--- config.mk ---
export PLATFORM = sky130hd
export DESIGN_NAME = rat
export DESIGN_NICKNAME = d
export VERILOG_FILES = /design/src/rtl/rat.sv
export SDC_FILE = /design/constraint.sdc
export NUM_CORES = 1
export LEC_CHECK = 0
export CELL_PAD_IN_SITES_DETAIL_PLACEMENT = 0
export CELL_PAD_IN_SITES_GLOBAL_PLACEMENT = 1
export CORE_UTILIZATION = 47
export CTS_BUF_LIST = sky130_fd_sc_hd__clkbuf_16
export DETAILED_ROUTE_END_ITERATION = 10
export GPL_ROUTABILITY_DRIVEN = 1
export GPL_TIMING_DRIVEN = 0
export PLACE_DENSITY = 0.76
export SLEW_MARGIN = 20
export SYNTH_ARGS = -nofsm -noshare
export SYNTH_HDL_FRONTEND = slang
export SYNTH_SLANG_ARGS = --single-unit
--- constraint.sdc ---
create_clock -name clk -period 4.14 [get_ports clk]
set_clock_uncertainty 0.05 [all_clocks]
set_input_delay 0.621 -clock clk [delete_from_list [all_inputs] [get_ports clk]]
set_output_delay 0.621 -clock clk [all_outputs]
set_load 0.005 [all_outputs]
--- src/rtl/rat.sv ---
// Register alias table: maps each GPR to the ROB tag of its youngest
// in-flight producer, with rename, commit release and full flush.
module rat #(
  parameter int ROB_DEPTH      = 32,
  parameter int GPR_ADDR_WIDTH = 5,
  parameter int GPR_NUM        = 32,
  localparam int TW            = $clog2(ROB_DEPTH),
  localparam int CW            = GPR_ADDR_WIDTH + 1
) (
  input  logic                      clk,
  input  logic                      rst,
  input  logic                      allocate_en,
  input  logic [TW-1:0]             rob_alloc_tag_2rat,
  input  logic [GPR_ADDR_WIDTH-1:0] rob_alloc_dst_addr_2rat,
  input  logic                      rob_alloc_dst_wen_2rat,
  input  logic                      commit_en,
  input  logic [TW-1:0]             rob_commit_tag,
  input  logic [GPR_ADDR_WIDTH-1:0] rob_commit_dst_addr_2rat,
  input  logic                      rob_commit_br_taken,
  input  logic                      rob_commit_exp_en,
  input  logic [GPR_ADDR_WIDTH-1:0] rs1_addr,
  input  logic [GPR_ADDR_WIDTH-1:0] rs2_addr,
  output logic                      rs1_rat_valid,
  output logic [TW-1:0]             rs1_Paddr,
  output logic                      rs2_rat_valid,
  output logic [TW-1:0]             rs2_Paddr,
  output logic                      rat_flush,
  output logic [CW-1:0]             live_count
);

  logic [GPR_NUM-1:0] map_valid;
  logic [TW-1:0]      map_tag [GPR_NUM];

  logic          flush;
  logic          rename;
  logic          rename_new;
  logic          release_hit;
  logic [CW-1:0] count_next;

  assign rs1_rat_valid = map_valid[rs1_addr];
  assign rs1_Paddr     = map_tag[rs1_addr];
  assign rs2_rat_valid = map_valid[rs2_addr];
  assign rs2_Paddr     = map_tag[rs2_addr];

  assign flush = commit_en &
                 (rob_commit_br_taken | rob_commit_exp_en);

  assign rename = allocate_en & rob_alloc_dst_wen_2rat &
                  (rob_alloc_dst_addr_2rat != '0);

  assign rename_new = rename &
                      ~map_valid[rob_alloc_dst_addr_2rat];

  // A rename of the same GPR overrides its release.
  always_comb begin
    release_hit = commit_en &
                  map_valid[rob_commit_dst_addr_2rat] &
                  (map_tag[rob_commit_dst_addr_2rat] == rob_commit_tag);
    if (rename &&
        rob_alloc_dst_addr_2rat == rob_commit_dst_addr_2rat)
      release_hit = 1'b0;
  end

  assign count_next = live_count
                    + CW'(rename_new)
                    - CW'(release_hit);

  always_ff @(posedge clk) begin
    if (rst) begin
      map_valid  <= '0;
      rat_flush  <= 1'b0;
      live_count <= '0;
      for (int i = 0; i < GPR_NUM; i++)
        map_tag[i] <= '0;
    end else begin
      rat_flush <= flush;
      if (flush) begin
        map_valid  <= '0;
        live_count <= '0;
      end else begin
        if (release_hit)
          map_valid[rob_commit_dst_addr_2rat] <= 1'b0;
        if (rename) begin
          map_valid[rob_alloc_dst_addr_2rat] <= 1'b1;
          map_tag[rob_alloc_dst_addr_2rat]   <= rob_alloc_tag_2rat;
        end
        live_count <= count_next;
      end
    end
  end

endmodule

==> results of run 1 <==
==> where the power goes <==
group | internal [mW] | switching (mW)
Clock | 0.799 | 0.882
Sequential | 2.25 | 0.0852
Combinational | 0.427 | 0.530
==> placed cells by master (no fill, tap or decap), types with 12 or more instances in the layout <==
| cell | netlist | layout |
|---|---|---|
| mux4_2 | 137 | 137 |
| o22ai_1 | 41 | 32 |
| and2_1 | 158 | 158 |
| nor2_1 | 43 | 43 |
| inv_1 | 36 | 37 |
| dfxtp_1 | 39 | 39 |
| or2_2 | 31 | 31 |
| mux2_2 | 12 | 12 |
| a21oi_1 | 36 | 35 |
| edfxtp_1 | 160 | 160 |
| clkdlybuf4s50_1 | 0 | 43 |
| clkbuf_1 | 42 | 37 |
| clkbuf_16 | 0 | 17 |
| mux2i_1 | 81 | 69 |
| buf_4 | 6 | 23 |
| a31oi_1 | 32 | 32 |
==> area by class of cell <==
class	count	area (sq um)	area share
clock inverter	15	140.1	0.009271
clock buffer	17	425.4	0.02814
timing repair buffer	61	576.8	0.03816
tap	372	465.4	0.03079
sequential	199	5585	0.3695
inverter	36	135.1	0.008940
buffer	75	462.9	0.03063
multi-input combinational	678	7325	0.4846
==> synthesized netlist by cell type (8+ instances only) <==
library cell | count | area, sq um
buf_1 | 9 | 33.78
inv_1 | 36 | 135.1
dfxtp_1 | 39 | 780.8
a31oi_1 | 32 | 200.2
buf_6 | 10 | 112.6
or2_2 | 31 | 193.9
mux4_2 | 137 | 3085
mux2_2 | 12 | 135.1
mux2i_1 | 81 | 810.8
xnor2_1 | 8 | 70.07
o22ai_1 | 41 | 256.5
a21oi_1 | 36 | 180.2
nor2_1 | 43 | 161.4
buf_2 | 8 | 40.04
clkbuf_1 | 42 | 157.7
edfxtp_1 | 160 | 4805
and2_1 | 158 | 988.5
==> sequential cells by signal, summed over array words and instances, names as in the netlist <==
signal	flops
live_count	6
map_tag	160
map_valid	32
rat_flush	1
==> path summary, 6_finish.rpt <==
path                                    start            end  slack [ps]
worst max register to register  map_tag[7][1]  live_count[4]         280
worst min-delay path             map_valid[0]   map_valid[0]         440
worst min register to register   map_valid[0]   map_valid[0]         440
worst max-delay path              rs2_addr[0]   rs2_Paddr[4]          20
==> metrics by stage <==
step | instances | total power, mW
after floorplan | 988 | 2.857
after global placement | 1406 | 3.219
after detailed placement | 1406 | 3.226
after CTS | 1444 | 4.885
after global routing | 1453 | 5.043
final | 1453 | 4.969
==> layer usage <==
layer  vias to the layer above  GRT usage  wire length, um
met2                       714     0.5314            21920
met1                      5103     0.4906            19170
met5                         -          0                0
li1                       4029          -                -
met4                         0     0.1289             1860
met3                        99    0.06664             5548
==> worst reg2reg max path, cell delays in order, from the launching register on <==
cell and delay, ps:
edfxtp_1 420, mux2i_1 340, o22ai_1 180, or4_4 630
o21a_4 270, o22ai_2 200, nor4_2 60, buf_4 150
ha_1 270, inv_1 40, ha_1 200, fa_1 410
a21oi_1 150, nor2_1 50, nor2_1 110, xor2_1 150
nor2_1 50
==> cells by family after synthesis <==
kind of cell             after synthesis  share of synthesized area
other                                  1                  0.0002863
AND/OR/NAND/NOR                      297                     0.1472
adder cells (fa/ha/maj)                7                   0.007261
buffers and inverters                111                    0.04003
AO/OA/AOI/OAI                        127                    0.06172
XOR/XNOR                              12                   0.009172
flip-flops                           199                     0.4265
multiplexers                         230                     0.3078
==> repair_timing <==
action	4_1_cts	5_1_grt
resized for setup	48	42
setup endpoints to repair	18	10
setup buffers	6	8
cloned	0	0
hold buffers	0	0
pin swaps	5	9
==> metrics.yaml, run 1 <==
placed_design:
  pre_cts_slack_ps: -1241
  port_buffers: 46
  place_congestion: 1.033
  dp_hpwl_um: 36830
  placed_area_sq_um: 14040
die:
  die_h_um: 168.9
  die-area_sq_um: 28540
  coreArea_sq_um: 27180
  fp-row-count: 60
  ios: 56
  die_x_um: 168.9
  start_util: 0.4819
critical_path:
  crit_family: "multiplexers"
  reg2reg_depth: 16
  slowest_delay_ps: 600
  critPathArrivalTime_ps: 3450
  critical_path_cell_count: 6
  critPathSlowestCell: "mux4_2"
  worstPathRequired_ps: 3470
  crit_top_cell: "mux4_2"
  worstPathCellList: "clkdlybuf4s18_2 -> buf_4 -> mux4_2 -> mux4_2 -> mux2_2 -> clkdlybuf4s50_1"
  cp-start-kind: "input port"
  path_buf_inv: 3
  path_class: "in2out"
  end_kind: "primary output"
  critical_path_peak_fanout: 10
final_layout:
  nets: 1112
  nFillCells: 2283
  drive_gt1_frac: 0.3016
  diodes: 0
  syn_to_final_growth_pct: 15.42
  fin_util: 0.5562
  fin_area_sq_um: 15120
sta:
  fmax_mhz: 242.5
  setup_viol: 0
  whs_ps: 435.3
  worst_slew_pin_slew_ps: 1086
  min_period_ps: 4124
  setup_tns_ps: 0
  hold_viol_final: 0
  max_slew_margin: 0.2760
  period_share: 0.9961
  slew_violations: 0
  setup_ws_ps: 16.09
  rsz0062_at_grt: "true"
power_and_ir_drop:
  max-vdd-ir-drop_mv: 0.2580
  power.density_nw_per_um2: 328.7
  leakage_nw: 5.200
routing:
  vias_per_cell: 6.844
  route.vias.total: 9945
  drc: 0
  drt_iter0_drc: 1791
  drt-total-wl_um: 48510
  route.detailed.wl_per_inst_um: 33.38
  dr.pass1.iters: 5
  drtAntennaViolNets: 0
clock_network:
  cts-root-buf: "clkbuf_16"
  cts_buffer_depth: 2
  cts_tree: "built"
  cts_made_buffers: 17
  clk_latency_ps: 460
  cts.sinks: 199
  clkTransAtPathRegs_ps: 90
  cts_htree_levels: 4
synth:
  ys_seq_area_frac: 0.4265
  syn_area_per_cell_sq_um: 13.31
  ys_types: 60
  syn_area_sq_um: 13100
  synthFlopType: "edfxtp_1"
  async_flop_share: 0
  syn-instance-count: 984
  yosysWarnings: 0
  synth_edf_count: 160
  synth-seq-cells: 199
grt:
  grt_max_degree: 20
  grt_pass1_vias: 9190
  antenna_found_initial: 0
  grt_pass1_wl_um: 67390
  grt.total_usage: 0.3468
  grt-ovfl-total: 0
worst_hold_path:
  hold_depth: 2
  min_path_type: "reg2reg"
status:
  status: "complete, no violations"
job:
  maxCapViolations: 0
No activity file was read; power rests on OpenSTA's default activity.
==> inputs of run 2 (changes only) <==
--- a/config.mk
+++ b/config.mk
@@ -7,12 +7,12 @@
 export LEC_CHECK = 0
 export CELL_PAD_IN_SITES_DETAIL_PLACEMENT = 0
 export CELL_PAD_IN_SITES_GLOBAL_PLACEMENT = 1
-export CORE_UTILIZATION = 47
+export CORE_UTILIZATION = 52
 export CTS_BUF_LIST = sky130_fd_sc_hd__clkbuf_16
 export DETAILED_ROUTE_END_ITERATION = 10
 export GPL_ROUTABILITY_DRIVEN = 1
 export GPL_TIMING_DRIVEN = 0
-export PLACE_DENSITY = 0.76
+export PLACE_DENSITY = 0.8
 export SLEW_MARGIN = 20
 export SYNTH_ARGS = -nofsm -noshare
 export SYNTH_HDL_FRONTEND = slang
==> constraint.sdc (replaced) <==
create_clock -name clk -period 4.6 [get_ports clk]
set_clock_uncertainty 0.05 [all_clocks]
set_input_delay 0.69 -clock clk [delete_from_list [all_inputs] [get_ports clk]]
set_output_delay 0.69 -clock clk [all_outputs]
set_load 0.005 [all_outputs]
==> metrics.yaml, run 2 (synthesized netlist as in run 1, its figures left out) <==
status:
  status: "finished with violations"
  violations: "negative setup slack"
sta:
  max_slew_margin: 0.2987
  slew_violations: 0
  hold_viol_final: 0
  rsz0062_at_grt: "true"
  worst_slew_pin_slew_ps: 1052
  min_period_ps: 4631
  setup_viol: 2
  setup_ws_ps: -30.87
  fmax_mhz: 215.9
  period_share: 1.007
  whs_ps: 438.0
  setup_tns_ps: -45.78
power_and_ir_drop:
  leakage_nw: 5.092
  seqPwrFrac: 0.468
  power.switching_mw: 1.319
  clockPowerShare: 0.349
  intPower_mw: 3.159
  power.density_nw_per_um2: 303.9
  switching_share: 0.2946
  max-vdd-ir-drop_mv: 0.2408
  comb_power_share: 0.183
routing:
  route.vias.total: 9751
  dr.pass1.iters: 7
  drc: 0
  drt-total-wl_um: 47520
  vias_per_cell: 7.000
  drtAntennaViolNets: 0
  drt_iter0_drc: 1680
  route.detailed.wl_per_inst_um: 34.11
final_layout:
  syn_to_final_growth_pct: 12.53
  top_regs: "map_tag (160), map_valid (32), live_count (6)"
  diodes: 0
  final_cell_count_no_fill: 1393
  largest_reg_flops: 160
  nets: 1100
  drive_gt1_frac: 0.2638
  final_common_cell: "edfxtp_1"
  layout_common_cells: "160 x edfxtp_1, 158 x and2_1, 137 x mux4_2"
  top_register: "map_tag"
clock_network:
  cts_buffer_depth: 2
  cts-root-buf: "clkbuf_16"
  clk_latency_ps: 460
  cts_made_buffers: 17
  cts_tree: "built"
  clkTransAtPathRegs_ps: 80
  cts_htree_levels: 4
  cts.sinks: 199
grt:
  grtUsageMet3: 0.1030
  grt.total_usage: 0.3800
  grt_use_met1: 0.5355
  grt-ovfl-total: 0
  busiest_layer: "met2"
  grt_pass1_wl_um: 67300
  antenna_found_initial: 1
  grt_max_degree: 21
  grt_pass1_vias: 9342
  met2_usage: 0.5708
critical_path:
  worstPathRequired_ps: 3860
  critPathArrivalTime_ps: 3890
  crit_family: "buffers and inverters"
  critPathSlowestCell: "clkbuf_1"
  worstPathCellList: "clkbuf_1 -> clkbuf_1 -> mux4_2 -> mux4_2 -> mux2_2 -> clkdlybuf4s50_1"
  cp-start-kind: "input port"
  reg2reg_slack_ps: 640
  path_buf_inv: 3
  path_class: "in2out"
  critical_path_peak_fanout: 10
  end_kind: "primary output"
  slowest_delay_ps: 740
die:
  coreArea_sq_um: 24530
  die-area_sq_um: 25820
  die_h_um: 160.7
  start_util: 0.5338
  ios: 56
  fp-row-count: 57
  die_x_um: 160.7
job:
  maxCapViolations: 0
placed_design:
  port_buffers: 46
  dp_hpwl_um: 36490
  dp_cells: 1358
  place_congestion: 1.016
worst_hold_path:
  min_path_type: "reg2reg"
==> run 2: power by group through the flow <==
| stage | Sequential (mW) | Clock [mW] | Combinational, mW |
|---|---|---|---|
| 6_report | 2.10 | 1.56 | 0.818 |
| 5_1_grt | 2.10 | 1.62 | 0.834 |
| 4_1_cts | 2.09 | 1.55 | 0.777 |
| 3_5_place_dp | 2.13 | 0 | 0.768 |
| 3_3_place_gp | 2.13 | 0 | 0.769 |
| 2_1_floorplan | 2.10 | 0 | 0.475 |
==> run 2: worst paths after layout <==
check / from / endpoint / cells after the start
max: rs1_addr[1] / rs1_Paddr[2] / 6
min: map_valid[0] / map_valid[0] / 2
max reg2reg: map_tag[19][2] / live_count[5] / 15
min reg2reg: map_valid[0] / map_valid[0] / 2
==> run 2: what timing repair did <==
action / 4_1_cts / 5_1_grt
gates resized for setup: 8 / 18
gates cloned: 0 / 0
endpoints found under the setup margin: 13 / 3
buffers inserted: 0 / 3
pin swaps: 0 / 2
hold buffers: 0 / 0
==> run 2: final cells by class <==
cell class	instances	area [sq um]
inverter	36	135.1
fill	1939	9796
clock buffer	17	425.4
clock inverter	15	181.4
multi-input combinational	678	7112
timing repair buffer	49	483.0
buffer	75	410.4
sequential	199	5585
tap	324	405.4
==> run 2: worst reg2reg max path, cell delays in order (launching register included) <==
cell and delay [ps]:
edfxtp_1 420, mux2i_1 420, o22ai_1 200, nor4_2 600, and3b_2 360, o22ai_1 120
nor4_4 290, ha_1 230, inv_1 70, ha_1 270, a21o_1 180, a21oi_1 210
o21bai_1 80, a21oi_1 180, xnor2_1 130, nor2_1 50
==> run 2: through the flow <==
stage          worst slack [ps]    util  power [mW]  cell area [sq um]
6_report                 -30.87  0.6007       4.478              14740
5_1_grt                  -31.37  0.6007       4.557              14740
4_1_cts                   8.092  0.5961       4.419              14620
3_5_place_dp             -760.3  0.5697       2.900              13980
3_3_place_gp             -818.8  0.5697       2.896              13980
2_1_floorplan             574.1       -       2.572              13110
==> run 2: layer usage <==
layer	vias to the layer above	part of all wire
met5	-	0
met4	0	0.036
met3	109	0.13
met2	734	0.45
met1	4911	0.39
li1	3997	-
